==> src/rtl/pipe_skid_reg_pkg.sv <==
// ============================================================================
//  Module   : pipe_skid_reg_pkg
//  Purpose  : Shared widths, NOP/zero encodings, reset level and pointer-width
//             helper for the pipeline skid register slice.
//  Revision : 1.0  initial release
// ============================================================================
`default_nettype none

package pipe_skid_reg_pkg;

    localparam int          C_INST_W    = 32;
    localparam int          C_PC_W      = 64;
    localparam logic [31:0] C_NOP       = 32'd0;
    localparam logic [63:0] C_ZERO64    = 64'd0;
    localparam logic        C_RST_LEVEL = 1'b1;

    // A single-entry ring still needs a 1-bit pointer to have a legal vector.
    function automatic int f_ptr_w(input int depth);
        return (depth > 1) ? $clog2(depth) : 1;
    endfunction

endpackage

`default_nettype wire

==> src/rtl/pipe_ring_ptr.sv <==
// ============================================================================
//  Module   : pipe_ring_ptr
//  Purpose  : Wrap-around index into a DEPTH-entry ring; clr beats inc, and
//             the wrap is explicit so DEPTH need not be a power of two.
//  Revision : 1.0  initial release
// ============================================================================
`default_nettype none

module pipe_ring_ptr
    import pipe_skid_reg_pkg::*;
#(
    parameter int DEPTH = 2,
    parameter int PTR_W = f_ptr_w(DEPTH)
) (
    input  logic             clk,
    input  logic             rst,
    input  logic             inc,
    input  logic             clr,
    output logic [PTR_W-1:0] ptr
);

    localparam logic [PTR_W-1:0] C_LAST = PTR_W'(DEPTH - 1);

    logic [PTR_W-1:0] r_ptr;

    always_ff @(posedge clk) begin
        if (rst == C_RST_LEVEL) begin
            r_ptr <= '0;
        end else if (clr) begin
            r_ptr <= '0;
        end else if (inc) begin
            r_ptr <= (r_ptr == C_LAST) ? '0 : r_ptr + PTR_W'(1);
        end
    end

    assign ptr = r_ptr;

endmodule

`default_nettype wire

==> src/rtl/pipe_skid_reg.sv <==
// ============================================================================
//  Module   : pipe_skid_reg
//  Purpose  : DEPTH-entry skid FIFO carrying {inst, pc, jump} between pipeline
//             stages with valid/ready handshake and synchronous flush.
//             Define YSYX_22051013_PIPE_PERF_EN to add stall/flush counters.
//  Revision : 1.0  initial release
// ============================================================================
`default_nettype none

module pipe_skid_reg
    import pipe_skid_reg_pkg::*;
#(
    parameter int INST_W = C_INST_W,
    parameter int PC_W   = C_PC_W,
    parameter int DEPTH  = 2,
    localparam int CNT_W = $clog2(DEPTH + 1)
) (
    input  logic              clk,
    input  logic              rst,
    input  logic              in_valid,
    output logic              in_ready,
    input  logic [INST_W-1:0] in_inst,
    input  logic [PC_W-1:0]   in_pc,
    input  logic              in_jump,
    input  logic              flush,
    output logic              out_valid,
    input  logic              out_ready,
    output logic [INST_W-1:0] out_inst,
    output logic [PC_W-1:0]   out_pc,
    output logic              out_jump,
    output logic [CNT_W-1:0]  count
`ifdef YSYX_22051013_PIPE_PERF_EN
    ,
    output logic [31:0]       stall_cnt,
    output logic [31:0]       flush_cnt
`endif
);

    localparam int               PTR_W   = f_ptr_w(DEPTH);
    localparam int               ENTRY_W = INST_W + PC_W + 1;
    localparam logic [CNT_W-1:0] C_FULL  = CNT_W'(DEPTH);

    logic               w_rst;
    logic               w_push;
    logic               w_pop;
    logic [PTR_W-1:0]   w_rd_ptr;
    logic [PTR_W-1:0]   w_wr_ptr;
    logic [ENTRY_W-1:0] w_head;
    logic [CNT_W-1:0]   r_count;
    logic [ENTRY_W-1:0] r_mem [DEPTH];

    assign w_rst = (rst == C_RST_LEVEL);

    // Both handshake flags come straight off r_count, so in_ready never
    // depends combinationally on out_ready.
    assign in_ready  = (r_count != C_FULL);
    assign out_valid = (r_count != '0);
    assign w_push    = in_valid & in_ready;
    assign w_pop     = out_valid & out_ready;

    pipe_ring_ptr #(
        .DEPTH (DEPTH),
        .PTR_W (PTR_W)
    ) u_rd_ptr (
        .clk (clk),
        .rst (rst),
        .inc (w_pop),
        .clr (flush),
        .ptr (w_rd_ptr)
    );

    pipe_ring_ptr #(
        .DEPTH (DEPTH),
        .PTR_W (PTR_W)
    ) u_wr_ptr (
        .clk (clk),
        .rst (rst),
        .inc (w_push),
        .clr (flush),
        .ptr (w_wr_ptr)
    );

    always_ff @(posedge clk) begin
        if (w_rst) begin
            r_count <= '0;
        end else if (flush) begin
            r_count <= '0;
        end else begin
            case ({w_push, w_pop})
                2'b10:   r_count <= r_count + CNT_W'(1);
                2'b01:   r_count <= r_count - CNT_W'(1);
                default: r_count <= r_count;
            endcase
        end
    end

    // Storage is not reset; stale slots are never visible because the
    // output mux is gated by out_valid and pointers restart at zero.
    always_ff @(posedge clk) begin
        if (!w_rst && !flush && w_push) begin
            r_mem[w_wr_ptr] <= {in_jump, in_pc, in_inst};
        end
    end

    assign w_head   = r_mem[w_rd_ptr];
    assign out_inst = out_valid ? w_head[INST_W-1:0]         : INST_W'(C_NOP);
    assign out_pc   = out_valid ? w_head[INST_W +: PC_W]     : PC_W'(C_ZERO64);
    assign out_jump = out_valid ? w_head[ENTRY_W-1]          : 1'b0;
    assign count    = r_count;

`ifdef YSYX_22051013_PIPE_PERF_EN
    logic [31:0] r_stall_cnt;
    logic [31:0] r_flush_cnt;

    // Flush does not clear these; only reset does.
    always_ff @(posedge clk) begin
        if (w_rst) begin
            r_stall_cnt <= '0;
            r_flush_cnt <= '0;
        end else begin
            if (in_valid && !in_ready) begin
                r_stall_cnt <= r_stall_cnt + 32'd1;
            end
            if (flush && (r_count != '0)) begin
                r_flush_cnt <= r_flush_cnt + 32'd1;
            end
        end
    end

    assign stall_cnt = r_stall_cnt;
    assign flush_cnt = r_flush_cnt;
`endif

endmodule

`default_nettype wire

==> config.mk <==
export PLATFORM = sky130hd
export DESIGN_NAME = pipe_skid_reg
export DESIGN_NICKNAME = d
export VERILOG_FILES = /design/src/rtl/pipe_skid_reg_pkg.sv /design/src/rtl/pipe_ring_ptr.sv /design/src/rtl/pipe_skid_reg.sv
export SDC_FILE = /design/constraint.sdc
export NUM_CORES = 1
export LEC_CHECK = 0
export ABC_AREA = 1
export ABC_CLOCK_PERIOD_IN_PS = 7300
export CAP_MARGIN = 25
export CORE_MARGIN = 2
export CORE_UTILIZATION = 25
export DETAILED_ROUTE_END_ITERATION = 12
export PLACE_DENSITY = 0.44
export SYNTH_ARGS = -nofsm -noshare
export SYNTH_HDL_FRONTEND = slang
export SYNTH_SLANG_ARGS = --single-unit
export TNS_END_PERCENT = 10
==> constraint.sdc <==
create_clock -name clk -period 7.3 [get_ports clk]
set_input_delay 1.095 -clock clk [delete_from_list [all_inputs] [get_ports clk]]
set_output_delay 1.095 -clock clk [all_outputs]
set_load 0.05 [all_outputs]
; ---- Word-level counts from Yosys, hierarchy flattened
; Memory sizes are Yosys's and may differ from the RTL's. A register that Yosys moved wholly into a read port is not among the register bits.
; Cells that the tools add are included.
[word_totals]
reg_bits = 4
mem_bits_rw = 194
in_bits = 102
out_inout_bits = 101
word_cells = 30
n_memories = 1
[classes]
add_sub_neg = 4
n_eq_ne = 3
n_mux = 10
bitwise = 2
reduce_logical = 7
[mem_list]
columns = memory, words, word_bits, read_ports, rd_ports_with_merged_regs, write_ports, line_no
row1 = r_mem, 2, 97, 1, 1, 1, pipe_skid_reg.sv:50  ; logic [ENTRY_W-1:0] r_mem [DEPTH];
[ops]
columns = operator, count
row1 = $mux 64, 1
row2 = $mux 32, 1
row3 = $mux 1, 7
row4 = $pmux 2 s2, 1
row5 = $reduce_bool 2->1, 2
row6 = $add 1x1->1 const B, 2
row7 = $add 2x1->2 const B, 1
row8 = $and 1x1->1, 2
row9 = $eq 2x1->1 const B, 1
row10 = $eq 2x2->1 const B, 1
row11 = $logic_and 1x1->1, 2
row12 = $logic_not 1->1, 2
row13 = $ne 2x2->1 const B, 1
row14 = $reduce_or 2->1, 1
row15 = $sub 2x1->2 const B, 1

; ---- Longest topological paths before layout
; Gate-level depths: netlist (run 1).
[logic_depth]
ltp_word = 5
depth_mapped = 9
ltp_nobuf = 9

; ---- By module
; From an unflattened synthesis (run 1), not the netlist that was laid out.
[unflattened]
hier_cells = 558
area_unflattened_um2 = 7499.7
[by_module_without_submodules]
columns = module, instances, cells_per_inst, area_per_inst_um2, seq_area_each_um2
row1 = pipe_skid_reg, 1, 546, 7417.1, 5865.6
row2 = pipe_ring_ptr, 2, 6, 41.3, 20.0

; ---- Worst setup path before layout (run 1)
; No wires, ideal clock.
[synth_path]
path_kind = input to register
start = input port rst
end = memory r_mem[0][0] in the netlist's numbering, enable pin
setup_time_ps = 554
arrival_time_ps = 5525
t_required_ps = 6746
path_slack_ps = 1221
cell_stages = 3
path_buffers = 0
cell_sequence = nor2_1 -> nand3_1 -> nor2_1
[synth_via]
elab_chain_cells = 5
[synth_lines]
columns = element, line_no
row1 = "start, declared", pipe_skid_reg.sv:19  ; input logic rst,
row2 = $logic_not 1->1, pipe_skid_reg.sv:100  ; if (!w_rst && !flush && w_push) begin
row3 = $logic_and 1x1->1 (2 in a row), pipe_skid_reg.sv:100
row4 = $mux 1, pipe_skid_reg.sv:100
row5 = $mux 1 (not written as such), pipe_skid_reg.sv:101  ; r_mem[w_wr_ptr] <= {in_jump, in_pc, in_inst};
row6 = "end, declared", pipe_skid_reg.sv:50
; No other way between the ends.

==> qor.csv, run 1 <==
metric,value,unit
status,finished clean,
r2r_setup_slack,4590,ps
rows,63,
crit_required,6200,ps
synth_top_area_frac,0.7777,
first_iter_violations,310,
die_w,177.1,µm
tritoncts,built,
clock_path_buffers,2,
io_buffers,202,
grt_setup_unrepaired,false,
busiest_layer,met2,
tightest_slew,740.7,ps
worst-path-buf-inv,4,
p_leak,3.528,nW
maxCapViolCount,0,
io_pins,203,
yosysTopAreaCell,edfxtp_1,
yosysUniqueCellTypes,16,
powerDensity,236.1,mW/mm²
setup_viol,0,
critPathTopFamily,buffers and inverters,
clock_latency,420,ps
gp_congestion,0.7117,
h-tree-depth,4,
use_met1,0.1555,
synth_area_leaders,"edfxtp_1 78%, nand2_1 10%, a21oi_1 6.5%",
critPathMaxFanout,55,
drc,0,
die_h,177.1,µm
syn-num-nets,658,
place_hpwl,11790,µm
grt_max_degree,75,
path_class,flop to output pin,
slowest_delay,750,ps
startpoint_type,flop,
numCtsBuffers,17,
fillCellCount,2891,
path_clk_slew,70,ps
cp_slowest_cell,clkdlybuf4s50_1,
setup_ws,2593,ps
min_period,4707,ps
gr-usage-met3,0.03823,
first_pass_iters,5,
drive_gt1_frac,0.05490,
wl_per_cell,16.35,µm
drv_slew,0,
synth_seq_cells,199,
ant_nets,0,
avgSynthCellArea,13.50,µm²
cp-end-kind,output pin,
ir_worst_vdd,0.1086,mV
hold_viol,0,
post_cts_resized,0,
hold_buffers,0,
diodes,0,
max_freq,212.4,MHz
slew_headroom,0.5050,
initial_utilization,0.2534,
worst_clock_skew,8.815,ps
multi_input_area,0.001359,mm²
die-area,0.03136,mm²
area_growth,40.40,%
num-nets-final,856,
dp_slack,2907,ps
syn_area,0.007491,mm²
grt_pass1_vias,5055,
grtUsageTotal,0.1208,
yosysWarnings,0,
core_area,0.02956,mm²
synth_cells,555,
drt_wl_total,18880,µm
worstPathCellList,buf_16 -> clkinv_2 -> buf_4 -> nand2_1 -> a21oi_1 -> clkdlybuf4s50_1,
clockRootBuffer,clkbuf_16,
vias,4867,
min_period_over_period,0.6448,
antenna_found_initial,1,
seqCellArea,0.005929,mm²
overflow,0,
clock_sinks,199,
cts_setup_buffers,0,
synth-seq-area-share,0.7910,
arrival,3610,ps
tns,0,ps
vias_per_cell,4.214,
grt_pass1_wl,28530,µm
met2_usage,0.1973,
holdCritPathClass,flop to flop,
[flip-flops by register name, summed over array words and instances, names as in the netlist, named ones only]
| name | flops |
|---|---|
| r_mem | 194 |
| count | 2 |
| u_rd_ptr.ptr | 1 |
| u_wr_ptr.ptr | 1 |
[cells by family after synthesis]
logic type / Yosys count / share of synthesized area
flops: 199 / 0.7910
compound gates: 100 / 0.06681
simple gates: 218 / 0.1109
fa+ha+maj: 1 / 0.001670
buf+inv: 37 / 0.02956
[final cells by class]
type | instances | share of cell area
timing repair buffer | 210 | 0.2041
multi-input combinational | 319 | 0.1292
sequential | 199 | 0.5638
clock buffer | 18 | 0.04080
inverter | 6 | 0.002260
clock inverter | 13 | 0.01344
tap | 390 | 0.04640
[placed cells by master (no fill, tap or decap), drive strengths merged]
cell type      synthesis  routed
ha                     1       1
inv                    6       9
nand3                  2       2
nor2                  12      12
edfxtp               194     194
clkinv                 0       8
dfxtp                  5       5
clkinvlp               0       1
clkbuf                 0      18
a21oi                 98      98
bufinv                 0       1
nand4                  1       1
o21ai                  2       2
nand2                203     203
buf                   31       8
clkdlybuf4s50          0     202
[worst register-to-register path, stage by stage (launching register included)]
cell	delay, ps
dfxtp_1	440
inv_1	130
nand2_1	120
nand3_1	140
nor2_4	610
buf_4	610
buf_12	310
[power breakdown]
| part | total [mW] | internal, mW | switching [mW] | leakage (nW) |
|---|---|---|---|---|
| Combinational | 0.291 | 0.110 | 0.181 | 1.45 |
| Sequential | 1.28 | 1.28 | 0.00775 | 1.80 |
| Clock | 0.908 | 0.480 | 0.428 | 0.275 |
[layer usage]
| metal | routed length [µm] | vias up |
|---|---|---|
| li1 | - | 2349 |
| met1 | 8561 | 2375 |
| met2 | 9039 | 135 |
| met3 | 1149 | 8 |
| met4 | 130 | 0 |
| met5 | 0 | - |
[per-stage QoR]
| step | cell area [µm²] | hold slack, ps | cells | total power [mW] | utilization |
|---|---|---|---|---|---|
| 2_1_floorplan | 7491 | 466.9 | 555 | 1.464 | - |
| 3_3_place_gp | 9852 | 487.0 | 1120 | 1.597 | 0.3333 |
| 3_5_place_dp | 9907 | 485.6 | 1122 | 1.603 | 0.3352 |
| 4_1_cts | 10480 | 505.3 | 1153 | 2.523 | 0.3545 |
| 5_1_grt | 10520 | 539.7 | 1155 | 2.585 | 0.3558 |
| 6_report | 10520 | 503.1 | 1155 | 2.483 | 0.3558 |
[Yosys cell counts]
cell and n:
inv_1 5, nor2_4 1, nand4_1 1, o21ai_0 2
edfxtp_1 194, nand3_1 2, nor2_1 11, dfxtp_1 5
inv_2 1, buf_1 1, nand2_1 203, buf_2 18
ha_1 1, buf_6 4, a21oi_1 98, buf_4 8
[worst paths after layout]
check | start | to | cells after the start
setup / recovery | flop | out_pc[21] | 6
hold / removal | u_rd_ptr.ptr | flop | 2
setup reg to reg | count[0] | r_mem[0][55] | 6
hold reg to reg | u_rd_ptr.ptr | flop | 2
No activity file was read; power rests on OpenSTA's default activity.
==> run 2, diff against run 1 <==
--- a/config.mk
+++ b/config.mk
@@ -6,7 +6,7 @@
 export NUM_CORES = 1
 export LEC_CHECK = 0
 export ABC_AREA = 1
-export ABC_CLOCK_PERIOD_IN_PS = 7300
+export ABC_CLOCK_PERIOD_IN_PS = 4650
 export CAP_MARGIN = 25
 export CORE_MARGIN = 2
 export CORE_UTILIZATION = 25
==> constraint.sdc (replaced) <==
create_clock -name clk -period 4.65 [get_ports clk]
set_input_delay 0.6975 -clock clk [delete_from_list [all_inputs] [get_ports clk]]
set_output_delay 0.6975 -clock clk [all_outputs]
set_load 0.05 [all_outputs]
==> run 2 against run 1 <==
  * First-iteration DRC count up 21%
  * Core utilization is essentially flat
  * Critical path depth fell by 2
  * Wire length decreased by 0.85%
  * Register-to-register slack got worse by 2200 ps
  * Hold slack gained 4.3 ps
  * Sequential power increased by 58%
  * Non-clock buffer count unchanged
  * Sequential share of layout area barely moved
  * Via count up 0.49%
  * Highest routed layer is now met5
==> qor.csv, run 2 (synthesized netlist as in run 1, its figures left out) <==
metric,value,unit,change
fin_hold_ws,507.4,ps,was 503.1 ps
final_common_cell,nand2_1,,unchanged
area_growth,40.30,%,was 40.40%
numCtsBuffers,17,,unchanged
p_leak,3.536,nW,was 3.528 nW
hold_viol,0,,unchanged
first_pass_iters,4,,was 5
critPathTopFamily,buffers and inverters,,unchanged
tritoncts,built,,unchanged
crit_required,3950,ps,was 6200 ps
holdPathStages,2,,unchanged
gp_congestion,0.7530,,was 0.7117
hp-start,u_rd_ptr.ptr,,unchanged
powerDensity,374.5,mW/mm²,was 236.1 mW/mm²
dp_cells,1124,,was 1122
largest-register,r_mem,,unchanged
drc,0,,unchanged
startpoint_type,flop,,unchanged
ir_worst_vdd,0.2199,mV,was 0.1086 mV
p_int,2.942,mW,was 1.866 mW
ant_nets,0,,unchanged
min_period_over_period,0.7238,,
p_seq_frac,0.512,,was 0.517
clock_sinks,199,,unchanged
min_period,3366,ps,
worst-path-buf-inv,2,,was 4
diodes,0,,unchanged
h-tree-depth,4,,unchanged
drt_wl_total,18720,µm,was 18880 µm
power.share.clock,0.374,,was 0.366
clockRootBuffer,clkbuf_16,,unchanged
holdCritPathClass,flop to flop,,unchanged
grt_setup_unrepaired,false,,unchanged
initial_utilization,0.2534,,unchanged
r2r-start,count[1],,was count[0]
clock_path_buffers,2,,unchanged
largest_reg_flops,194,,unchanged
overflow,0,,unchanged
drive_gt1_frac,0.05614,,was 0.05490
arrival,2670,ps,was 3610 ps
clock_latency,420,ps,about the same
maxCapViolCount,0,,unchanged
vias,4891,,was 4867
cp-end-kind,output pin,,unchanged
grt_max_degree,98,,was 75
slew_headroom,0.4018,,was 0.5050
die_w,177.1,µm,unchanged
cp_slowest_cell,clkdlybuf4s50_1,,unchanged
swShare,0.2526,,was 0.2484
core_area,0.02956,mm²,unchanged
slowest_delay,730,ps,was 750 ps
cts_setup_buffers,0,,unchanged
max_freq,297.1,MHz,
tns,0,ps,unchanged
first_iter_violations,375,,was 310
fillCellCount,2887,,was 2891
io_buffers,202,,unchanged
final_cell_mix,"203 x nand2_1, 202 x clkdlybuf4s50_1, 194 x edfxtp_1",,unchanged
die_h,177.1,µm,unchanged
setup_ws,1284,ps,was 2593 ps
io_pins,203,,unchanged
num-nets-final,856,,unchanged
critPathMaxFanout,31,,was 55
r2r_setup_slack,2360,ps,was 4590 ps
place_hpwl,11380,µm,was 11790 µm
p_sw,0.9944,mW,was 0.6169 mW
status,finished clean,,unchanged
post_cts_resized,0,,unchanged
grtUsageTotal,0.1181,,was 0.1208
combinationalPowerShare,0.114,,was 0.117
r2r-end,count[1],,was r_mem[0][55]
tightest_slew,897.3,ps,was 740.7 ps
hold_buffers,0,,unchanged
hold-path-endpoint,u_rd_ptr.ptr,,
antenna_found_initial,1,,unchanged
final_cells,1156,,was 1155
vias_per_cell,4.231,,was 4.214
dp_slack,1605,ps,was 2907 ps
worstPathCellList,nor2_4 -> buf_4 -> a21oi_1 -> clkdlybuf4s50_1,,was buf_16 -> clkinv_2 -> buf_4 -> nand2_1 -> a21oi_1 -> clkdlybuf4s50_1
grt_pass1_wl,28100,µm,was 28530 µm
path_clk_slew,70,ps,about the same
drv_slew,0,,unchanged
worst_clock_skew,10.57,ps,was 8.815 ps
wl_per_cell,16.19,µm,was 16.35 µm
grt_pass1_vias,5016,,was 5055
ff2ff_path_depth,9,,was 6
setup_viol,0,,unchanged
path_class,flop to output pin,,unchanged
rows,63,,unchanged
die-area,0.03136,mm²,unchanged
[run 2: cell types whose count changed in the layout (fill, tap and decap cells not counted)]
cell	previous run	this run
clkinvlp_4	1	0
inv_6	2	4
inv_8	2	3
clkinv_8	1	2
clkinv_4	5	3
buf_16	2	0
buf_12	2	3
buf_4	4	5
[run 2: how the worst max path moves through the flow]
stage,start,endpoint,slack [ps],cells past startpoint
after floorplan,count[0],r_mem[0][0],-1400,4
after CTS,count[1],out_pc[46],1220,4
after detailed placement,rst,r_mem[0][96],1610,5
final,count[1],out_pc[51],1280,4
after global routing,flop,out_pc[15],1070,5
after global placement,rst,r_mem[0][75],1700,5
[run 2: per-layer routing]
metal  track usage  up-vias  routed length, µm
met3       0.03716       14               1251
met1        0.1471     2373               8330
met4       0.03168        2                181
met2        0.1978      154               8942
li1              -     2348                  -
met5             0        -                 14
[run 2: worst reg2reg max path, delay by kind of cell, from the launching register on]
family                   cells  cell delay (ps)
flip-flops                   1              370
AND/OR/NAND/NOR              6             1090
adder cells (fa/ha/maj)      1              340
buffers and inverters        2              430
[run 2: per-stage QoR]
stage	total power [mW]	cell area, µm²	util
3_5_place_dp	2.510	9920	0.3356
2_1_floorplan	2.297	7493	-
5_1_grt	4.091	10510	0.3556
6_report	3.936	10510	0.3556
3_3_place_gp	2.503	9920	0.3356
4_1_cts	4.007	10510	0.3556
[run 2: cell type report]
cell class | count | area [µm²] | area share
clock buffer | 18 | 429.2 | 0.04083
multi-input combinational | 319 | 1359 | 0.1293
clock inverter | 14 | 161.4 | 0.01536
timing repair buffer | 210 | 2120 | 0.2017
inverter | 6 | 23.77 | 0.002262
tap | 390 | 488.0 | 0.04643
sequential | 199 | 5929 | 0.5642
[run 2: power groups by stage]
stage	clock, mW	combinational (mW)	sequential (mW)
5_1_grt	1.60	0.475	2.02
3_5_place_dp	0	0.453	2.06
2_1_floorplan	0	0.237	2.06
6_report	1.47	0.447	2.02
4_1_cts	1.54	0.455	2.02
3_3_place_gp	0	0.448	2.06
==> run 3, diff against run 2 <==
--- a/config.mk
+++ b/config.mk
@@ -6,7 +6,7 @@
 export NUM_CORES = 1
 export LEC_CHECK = 0
 export ABC_AREA = 1
-export ABC_CLOCK_PERIOD_IN_PS = 4650
+export ABC_CLOCK_PERIOD_IN_PS = 3300
 export CAP_MARGIN = 25
 export CORE_MARGIN = 2
 export CORE_UTILIZATION = 25
==> constraint.sdc (replaced) <==
create_clock -name clk -period 3.3 [get_ports clk]
set_input_delay 0.495 -clock clk [delete_from_list [all_inputs] [get_ports clk]]
set_output_delay 0.495 -clock clk [all_outputs]
set_load 0.05 [all_outputs]
==> run 3 against run 2 <==
  * Flip-flop and latch count stayed put
  * Cell count rose by 0.17%
  * Non-clock buffer count rose by 4
  * Setup slack got worse by 1000 ps
  * Hold slack better by 37 ps
  * Register-to-register slack lost 1100 ps
  * Clock skew rose by 2.4 ps
  * First-iteration DRC count decreased by 29%
  * Critical path type unchanged
==> qor.csv, run 3 (synthesized netlist as in run 1, its figures left out) <==
metric,value,unit,change
p_leak,3.646,nW,was 3.536 nW
ff2ff_path_depth,9,,unchanged
rows,63,,unchanged
tritoncts,built,,unchanged
final_cells,1158,,was 1156
core_area,0.02956,mm²,unchanged
gp_congestion,0.7403,,was 0.7530
slew_headroom,0.4742,,was 0.4018
critPathTopFamily,buffers and inverters,,unchanged
io_buffers,202,,unchanged
grt_max_degree,61,,was 98
p_int,4.123,mW,was 2.942 mW
largest-register,r_mem,,unchanged
post_dp_cell_area,0.009828,mm²,was 0.009920 mm²
path_class,flop to output pin,,unchanged
tns,0,ps,unchanged
min_period,3030,ps,
final_area,0.01040,mm²,was 0.01051 mm²
maxCapViolCount,0,,unchanged
arrival,2530,ps,was 2670 ps
critPathMaxFanout,60,,was 31
worstPathCellList,buf_4 -> nand2_1 -> a21oi_1 -> clkdlybuf4s50_1,,was nor2_4 -> buf_4 -> a21oi_1 -> clkdlybuf4s50_1
first_pass_iters,4,,unchanged
diodes,0,,unchanged
slowest_delay,850,ps,was 730 ps
post_cts_resized,0,,unchanged
cts_setup_buffers,0,,unchanged
worst-path-buf-inv,2,,unchanged
area_growth,38.82,%,was 40.30%
path_clk_slew,60,ps,was 70 ps
grtUsageTotal,0.1182,,was 0.1181
max_freq,330.0,MHz,
startpoint_type,flop,,unchanged
holdCritPathClass,flop to flop,,unchanged
dp_cells,1128,,was 1124
setup_viol,0,,unchanged
numCtsBuffers,17,,unchanged
status,finished clean,,unchanged
die_w,177.1,µm,unchanged
min_period_over_period,0.9182,,
combinationalPowerShare,0.115,,was 0.114
swShare,0.2501,,was 0.2526
ir_worst_vdd,0.2113,mV,was 0.2199 mV
grt_pass1_wl,28100,µm,about the same
drv_slew,0,,unchanged
initial_utilization,0.2534,,unchanged
io_pins,203,,unchanged
tightest_slew,787.7,ps,was 897.3 ps
drive_gt1_frac,0.1315,,was 0.05614
fillCellCount,2877,,was 2887
die-area,0.03136,mm²,unchanged
ant_nets,0,,unchanged
drt_wl_total,18690,µm,was 18720 µm
powerDensity,528.7,mW/mm²,was 374.5 mW/mm²
r2r_setup_slack,1280,ps,was 2360 ps
h-tree-depth,4,,unchanged
holdPathStages,1,,was 2
final_cell_mix,"203 x nand2_1, 194 x edfxtp_1, 148 x clkdlybuf4s50_1",,"was 203 x nand2_1, 202 x clkdlybuf4s50_1, 194 x edfxtp_1"
place_hpwl,11730,µm,was 11380 µm
first_iter_violations,266,,was 375
wl_per_cell,16.14,µm,was 16.19 µm
grt_setup_unrepaired,false,,unchanged
hold_viol,0,,unchanged
final_common_cell,nand2_1,,unchanged
die_h,177.1,µm,unchanged
cp_slowest_cell,clkdlybuf4s50_1,,unchanged
clock_sinks,199,,unchanged
power.share.clock,0.369,,was 0.374
hold_buffers,0,,unchanged
vias_per_cell,4.244,,was 4.231
vias,4914,,was 4891
crit_required,2800,ps,was 3950 ps
clock_path_buffers,2,,unchanged
critical_path_depth,4,,unchanged
largest_reg_flops,194,,unchanged
p_sw,1.375,mW,was 0.9944 mW
clock_latency,420,ps,about the same
num-nets-final,860,,was 856
cp-end-kind,output pin,,unchanged
drc,0,,unchanged
overflow,0,,unchanged
clockRootBuffer,clkbuf_16,,unchanged
antenna_found_initial,0,,was 1
grt_pass1_vias,5109,,was 5016
worst_clock_skew,12.97,ps,was 10.57 ps
p_seq_frac,0.516,,was 0.512
design_power_total,5.498,mW,was 3.936 mW
## run 3: cell type report
class	instances	area [µm²]	area share
clock buffers	18	429.2	0.04127
clock inverters	12	141.4	0.01360
inverters	6	23.77	0.002286
multi-input cells	319	1359	0.1307
flip-flops and latches	199	5931	0.5703
well taps	390	488.0	0.04693
repair buffers	214	2027	0.1949
## run 3: path summary, 6_finish.rpt
kind	startpoint	to
worst min register to register	u_wr_ptr.ptr	u_wr_ptr.ptr
worst min-delay path	u_wr_ptr.ptr	u_wr_ptr.ptr
worst max register to register	count[1]	count[1]
worst max-delay path	flop	out_inst[25]
## run 3: per-layer routing
layer  global-route usage  share of wire  up-vias
met1               0.1452           0.44     2411
met2               0.1999           0.48      140
met4              0.03099         0.0082        0
met3              0.03823          0.069       11
li1                     -              -     2352
met5                    0              0        -
## run 3: power groups by stage
stage / clock network [mW] / logic (mW) / registers [mW]
4_1_cts: 2.11 / 0.641 / 2.84
3_3_place_gp: 0 / 0.632 / 2.89
6_report: 2.03 / 0.631 / 2.84
2_1_floorplan: 0 / 0.335 / 2.90
5_1_grt: 2.21 / 0.670 / 2.84
3_5_place_dp: 0 / 0.638 / 2.89
## run 3: metrics by stage
stage,setup slack (ps),hold WS (ps),util
floorplan,113.6,466.9,-
global placement,658.4,489.5,0.3325
detailed placement,649.1,523.4,0.3325
CTS,171.5,544.3,0.3518
global route,74.86,577.3,0.3518
finish,270.0,544.4,0.3518
==> variant 1, RTL diff (flow settings as in run 1) <==
`DEPTH` is set to 2 in 2 places; all go to 1.
--- a/src/rtl/pipe_ring_ptr.sv
+++ b/src/rtl/pipe_ring_ptr.sv
@@ -9,7 +9,7 @@
 module pipe_ring_ptr
     import pipe_skid_reg_pkg::*;
 #(
-    parameter int DEPTH = 2,
+    parameter int DEPTH = 1,
     parameter int PTR_W = f_ptr_w(DEPTH)
 ) (
     input  logic             clk,
--- a/src/rtl/pipe_skid_reg.sv
+++ b/src/rtl/pipe_skid_reg.sv
@@ -12,7 +12,7 @@
 #(
     parameter int INST_W = C_INST_W,
     parameter int PC_W   = C_PC_W,
-    parameter int DEPTH  = 2,
+    parameter int DEPTH  = 1,
     localparam int CNT_W = $clog2(DEPTH + 1)
 ) (
     input  logic              clk,
Ports: changed (resized count); port bits go from 203 to 202. No check against the original RTL was run, so the function may have changed too.
==> variant 1 against run 1 <==
Setup slack gained 1.3 ns; synthesized area shrank 50%; global-route usage shrank 0.85 points; final area shrank 41%; power shrank 50%; hold slack gained 0.23 ns; synthesized cell count shrank 44%; first-iteration DRC count shrank 60%; wire length shrank 52%; sequential cell count shrank 101.
==> variant 1: results (changes against run 1) <==
==========================================================================================
Share of the synthesized area in compound gates (AO/OA/AOI/OAI)                         0%   was 6.681%
Clk_lat worst skew                                                                 0.33 ns   was 0.42 ns
GR Layer Usage met3                                                                 3.712%   was 3.823%
Worst voltage drop across the vdd grid                                          0.08594 mV   was 0.1086 mV
Delay contributed by the slowest stage of the critical path                        0.80 ns   was 0.75 ns
Total wirelength of the detailed-routed design                                     9129 um   was 18,880 um
Ranking of synthesized cells by area                                          edfxtp_1 (77%), nand2_1 (10%), inv_1 (9.9%)   was edfxtp_1 (78%), nand2_1 (10%), a21oi_1 (6.5%)
Worst EP arrival                                                                   2.28 ns   was 3.61 ns
Flip-flop count of the largest register, all copies and words added                     97   was 194
Global routing met1 resource utilization                                            14.39%   was 15.55%
Cts bufs inserted                                                                        9   was 17
Relative max-transition margin                                                      38.82%   was 50.50%
Fin Clk Skew                                                                   0.005216 ns   was 0.008815 ns
Total iterations of the first detailed-routing run                                       4   was 5
Overall track demand over capacity in global routing                                11.22%   was 12.08%
EDFF count, synth                                                                       97   was 194
Global-route track usage on met2                                                    17.49%   was 19.73%
Sequential area share after synthesis                                               77.74%   was 79.10%
Count of H-tree levels built during CTS                                                  3   was 4
Cell area after placement                                                     0.005951 sq mm   was 0.009907 sq mm
Inst Count DP                                                                          687   was 1,122
Status                                                                        finished clean   unchanged
DRC marker count from the first detailed-route iteration                               124   was 310
WL per Instance                                                                   12.97 um   was 16.35 um
Number of global-route vias before repair                                            2,620   was 5,055
Leakage power summed over all cells                                            0.002827 uW   was 0.003528 uW
Largest net degree at the start of global routing                                      102   was 75
Gate count of the mapped netlist                                                       313   was 555
DR vias                                                                              2,682   was 4,867
CP max FO                                                                               68   was 55
Dominant combinational cell family by area after synthesis                    buffers and inverters   was simple AND/OR/NAND/NOR gates
Nets                                                                                   617   was 856
Cell types with the highest counts after synthesis                            nand2_1 (100), inv_1 (99), edfxtp_1 (97)   was nand2_1 (203), edfxtp_1 (194), a21oi_1 (98)
Number of antenna violations at the first check in global routing                        0   was 1
FF-to-FF path depth                                                                      4   was 6
Yosys warning count                                                                      0   unchanged
Share of synthesized cell area in full adder, half adder and majority cells             0%   was 0.1670%
Cells on Worst Hold Path                                                                 4   was 2
First-pass GRT wire length                                                       13,880 um   was 28,530 um
Mapped Nets                                                                            415   was 658
Final RePlAce weighted congestion                                                   0.6785   was 0.7117
==========================================================================================
==> variant 1: path summary, 6_finish.rpt <==
path	from	endpoint	slack [ns]
min	count$_SDFFE_PP0P_	count$_SDFFE_PP0P_	0.73
max	count$_SDFFE_PP0P_	out_pc[44]	3.92
max reg2reg	count$_SDFFE_PP0P_	r_mem[0][66]$_DFFE_PP_	5.04
min reg2reg	count$_SDFFE_PP0P_	count$_SDFFE_PP0P_	0.73
==> variant 1: logic make-up after synthesis <==
group | count (synthesis)
and+or+nand+nor | 103
buffers and inverters | 112
DFF | 98
==> variant 1: layout make-up <==
class	count	area [sq um]
Sequential cell	98	2937
Timing Repair Buffer	203	2047
Clock inverter	4	18.77
Clock buffer	12	236.5
Inverter	100	377.9
Multi-Input combinational cell	103	386.6
Tap cell	184	230.2
Fill cell	1446	8411
==> variant 1: power by group <==
group | internal [uW] | total [uW] | switching, uW
combinational | 79.3 | 173 | 93.8
sequential | 638 | 644 | 6.33
clock | 229 | 420 | 191
total | 946 | 1240 | 291
==> variant 1: layer usage <==
metal	routed length (um)	vias to the layer above
li1	-	1338
met4	107	0
met2	4303	117
met5	0	-
met1	3950	1220
met3	768	7
==> variant 1: worst min-delay path, cell delays in order, from the launching register on <==
cell,delay (ns)
dfxtp_4,0.47
inv_2,0.09
nor2_1,0.04
nand2_1,0.05
nand2_1,0.04
==> variant 1: per-stage QoR <==
stage	power, uW	worst slack, ns	utilization, %
global route	1291	3.772	42.57
finish	1237	3.921	42.57
detailed placement	830.1	3.943	40.64
CTS	1260	3.640	42.38
floorplan	739.4	3.671	-
global placement	828.9	3.960	40.64
==> variant 2, RTL diff (config.mk and constraints of run 1) <==
Made on the original files. Put one more register stage on the output `count`, without a reset. The value now appears one clock later. The other outputs are not delayed to match.
--- a/src/rtl/pipe_skid_reg.sv
+++ b/src/rtl/pipe_skid_reg.sv
@@ -106,7 +106,9 @@
     assign out_inst = out_valid ? w_head[INST_W-1:0]         : INST_W'(C_NOP);
     assign out_pc   = out_valid ? w_head[INST_W +: PC_W]     : PC_W'(C_ZERO64);
     assign out_jump = out_valid ? w_head[ENTRY_W-1]          : 1'b0;
-    assign count    = r_count;
+    always_ff @(posedge clk) begin
+        count <= r_count;
+    end
 
 `ifdef YSYX_22051013_PIPE_PERF_EN
     logic [31:0] r_stall_cnt;
Formal check against the unedited RTL: not equivalent (a bounded check fails within 4 cycles, from zero or initial values).
==> variant 2 against run 1 <==
Wire length is 1.2% lower; maximum frequency is 3.2% higher; critical path depth is 1 lower; synthesized area is 0.53% higher; final area is 1.8% higher; clock skew is 0.0060 ns higher; sequential cell count is 2 higher; die area is 0.52% higher; power is 10% higher; core utilization is 0.56 points higher; synthesized cell count is 0.36% higher; sequential share of layout area is 0.64 points lower; setup slack better by 0.14 ns; critical endpoint is now out_inst[14]; largest cell class unchanged.
==> variant 2: results (changes against run 1) <==
================================================================================
Area of the multi-input gates                                       0.001359 sq mm   unchanged
Largest net degree at the start of global routing                             63   was 75
Flip-flop and latch share of the layout cell area                         55.74%   was 56.38%
Global routing met1 resource utilization                                  14.89%   was 15.55%
Net Sw Frac                                                               22.73%   was 24.84%
Worst voltage drop across the vdd grid                                 0.1127 mV   was 0.1086 mV
GRT overflow                                                                   0   unchanged
Clock distribution area overhead in the final layout                      7.243%   was 5.425%
Number of buffers between clock root and the deepest sink                      3   was 2
Yosys warning count                                                            0   unchanged
CP max FO                                                                     52   was 55
EDFF count, synth                                                            194   unchanged
Mapped Nets                                                                  660   was 658
Number of combinational gates with multiple inputs                           319   unchanged
Share of cells above drive strength 1                                     6.306%   was 5.490%
Worst setup slack for register-to-register paths                         4.65 ns   was 4.59 ns
Leakage power summed over all cells                                  0.003632 uW   was 0.003528 uW
Mean number of vias per cell                                               4.163   was 4.214
Power consumed by combinational cells                                     286 uW   was 291 uW
Overall track demand over capacity in global routing                      11.51%   was 12.08%
GR Layer Usage met3                                                       2.978%   was 3.823%
Global-route track usage on met2                                          19.33%   was 19.73%
Post-detailed-placement half-perimeter wirelength                      12,120 um   was 11,790 um
Nets                                                                         863   was 856
Hold Path Class                                                     flip-flop to flip-flop   unchanged
Power dissipated in the clock network                                    1150 uW   was 908 uW
DRC marker count from the first detailed-route iteration                     248   was 310
Inst Count DP                                                              1,125   was 1,122
Fin Clk Skew                                                          0.01477 ns   was 0.008815 ns
Resize count post-CTS                                                          0   unchanged
Final cell count without fillers                                           1,167   was 1,155
Number of global-route vias before repair                                  4,875   was 5,055
Sequential area share after synthesis                                     79.22%   was 79.10%
Number of antenna violations at the first check in global routing              0   was 1
Largest registers                                                   r_mem (194), count (2), r_count (2)
Status                                                              finished clean   unchanged
Non-clk invs                                                                   6   unchanged
Avg Inst Size Synth                                                  13.52 sq um   was 13.50 sq um
Post-synth cell types                                                         16   unchanged
First-pass GRT wire length                                             27,810 um   was 28,530 um
Filler cell count in the final layout                                      2,899   was 2,891
Cell family with most CP delay                                      buffers and inverters   unchanged
Count of H-tree levels built during CTS                                        1   was 4
Setup bufs post-CTS                                                            0   unchanged
Non-clock buffers                                                            209   was 210
Worst-Margin Slew                                                      0.9726 ns   was 0.7407 ns
Inserted Diodes                                                                0   unchanged
Share of final layout cell area taken by non-clock buffers                19.56%   was 20.41%
Delay contributed by the slowest stage of the critical path              0.77 ns   was 0.75 ns
Final RePlAce weighted congestion                                         0.7306   was 0.7117
Most instantiated flip-flop cell in the synthesis netlist               edfxtp_1   unchanged
Total number of clock tree sinks                                             201   was 199
Clock buffer count                                                            31   was 18
Reg clk slew, reported paths                                             0.06 ns
Cts bufs inserted                                                             23   was 17
Total iterations of the first detailed-routing run                             4   was 5
Ranking of synthesized cells by area                                edfxtp_1 (77%), nand2_1 (10%), a21oi_1 (6.5%)   was edfxtp_1 (78%), nand2_1 (10%), a21oi_1 (6.5%)
Clk_lat worst skew                                                       0.50 ns   was 0.42 ns
Total wirelength of the detailed-routed design                         18,660 um   was 18,880 um
Ys async rst share                                                            0%   unchanged
================================================================================
==> variant 2: logic make-up after synthesis <==
kind of cell             after synthesis  share of synthesized area [%]
adder cells (fa/ha/maj)                1                         0.1661
AO/OA/AOI/OAI                        100                          6.646
buffers and inverters                 37                          2.941
AND/OR/NAND/NOR                      218                          11.03
flip-flops                           201                          79.22
==> variant 2: through the flow <==
| stage | util, % | worst slack, ns | total power [uW] | hold WS, ns | area [sq um] |
|---|---|---|---|---|---|
| finish | 36.14 | 2.737 | 2737 | 0.4506 | 10710 |
| global route | 36.14 | 2.448 | 2839 | 0.4582 | 10710 |
| CTS | 36.14 | 2.636 | 2780 | 0.4476 | 10710 |
| detailed placement | 33.52 | 3.177 | 1612 | 0.4367 | 9935 |
| global placement | 33.43 | 3.148 | 1609 | 0.4326 | 9907 |
| floorplan | - | 1.221 | 1475 | 0.4069 | 7531 |
==> variant 2: routing by layer <==
layer	wire (um)	vias to the layer above
met2	8905	166
met3	1424	23
met5	0	-
li1	-	2365
met1	8076	2304
met4	248	0
==> variant 2: path summary, 6_finish.rpt <==
| kind | startpoint | end | depth (start not counted) |
|---|---|---|---|
| max reg2reg | r_count[0]$_SDFFE_PP0P_ | r_mem[1][10]$_DFFE_PP_ | 6 |
| min | r_count[0]$_SDFFE_PP0P_ | count[0]$_DFF_P_ | 0 |
| min reg2reg | r_count[0]$_SDFFE_PP0P_ | count[0]$_DFF_P_ | 0 |
| max | flip-flop | out_inst[14] | 5 |
==> variant 2: worst register-to-register path, cell delays in order (launching register included) <==
cell     delay [ns]
dfxtp_1        0.45
inv_1          0.12
nand2_1        0.12
nand2_1        0.13
nor2_4         0.45
buf_16         0.24
buf_4          0.67
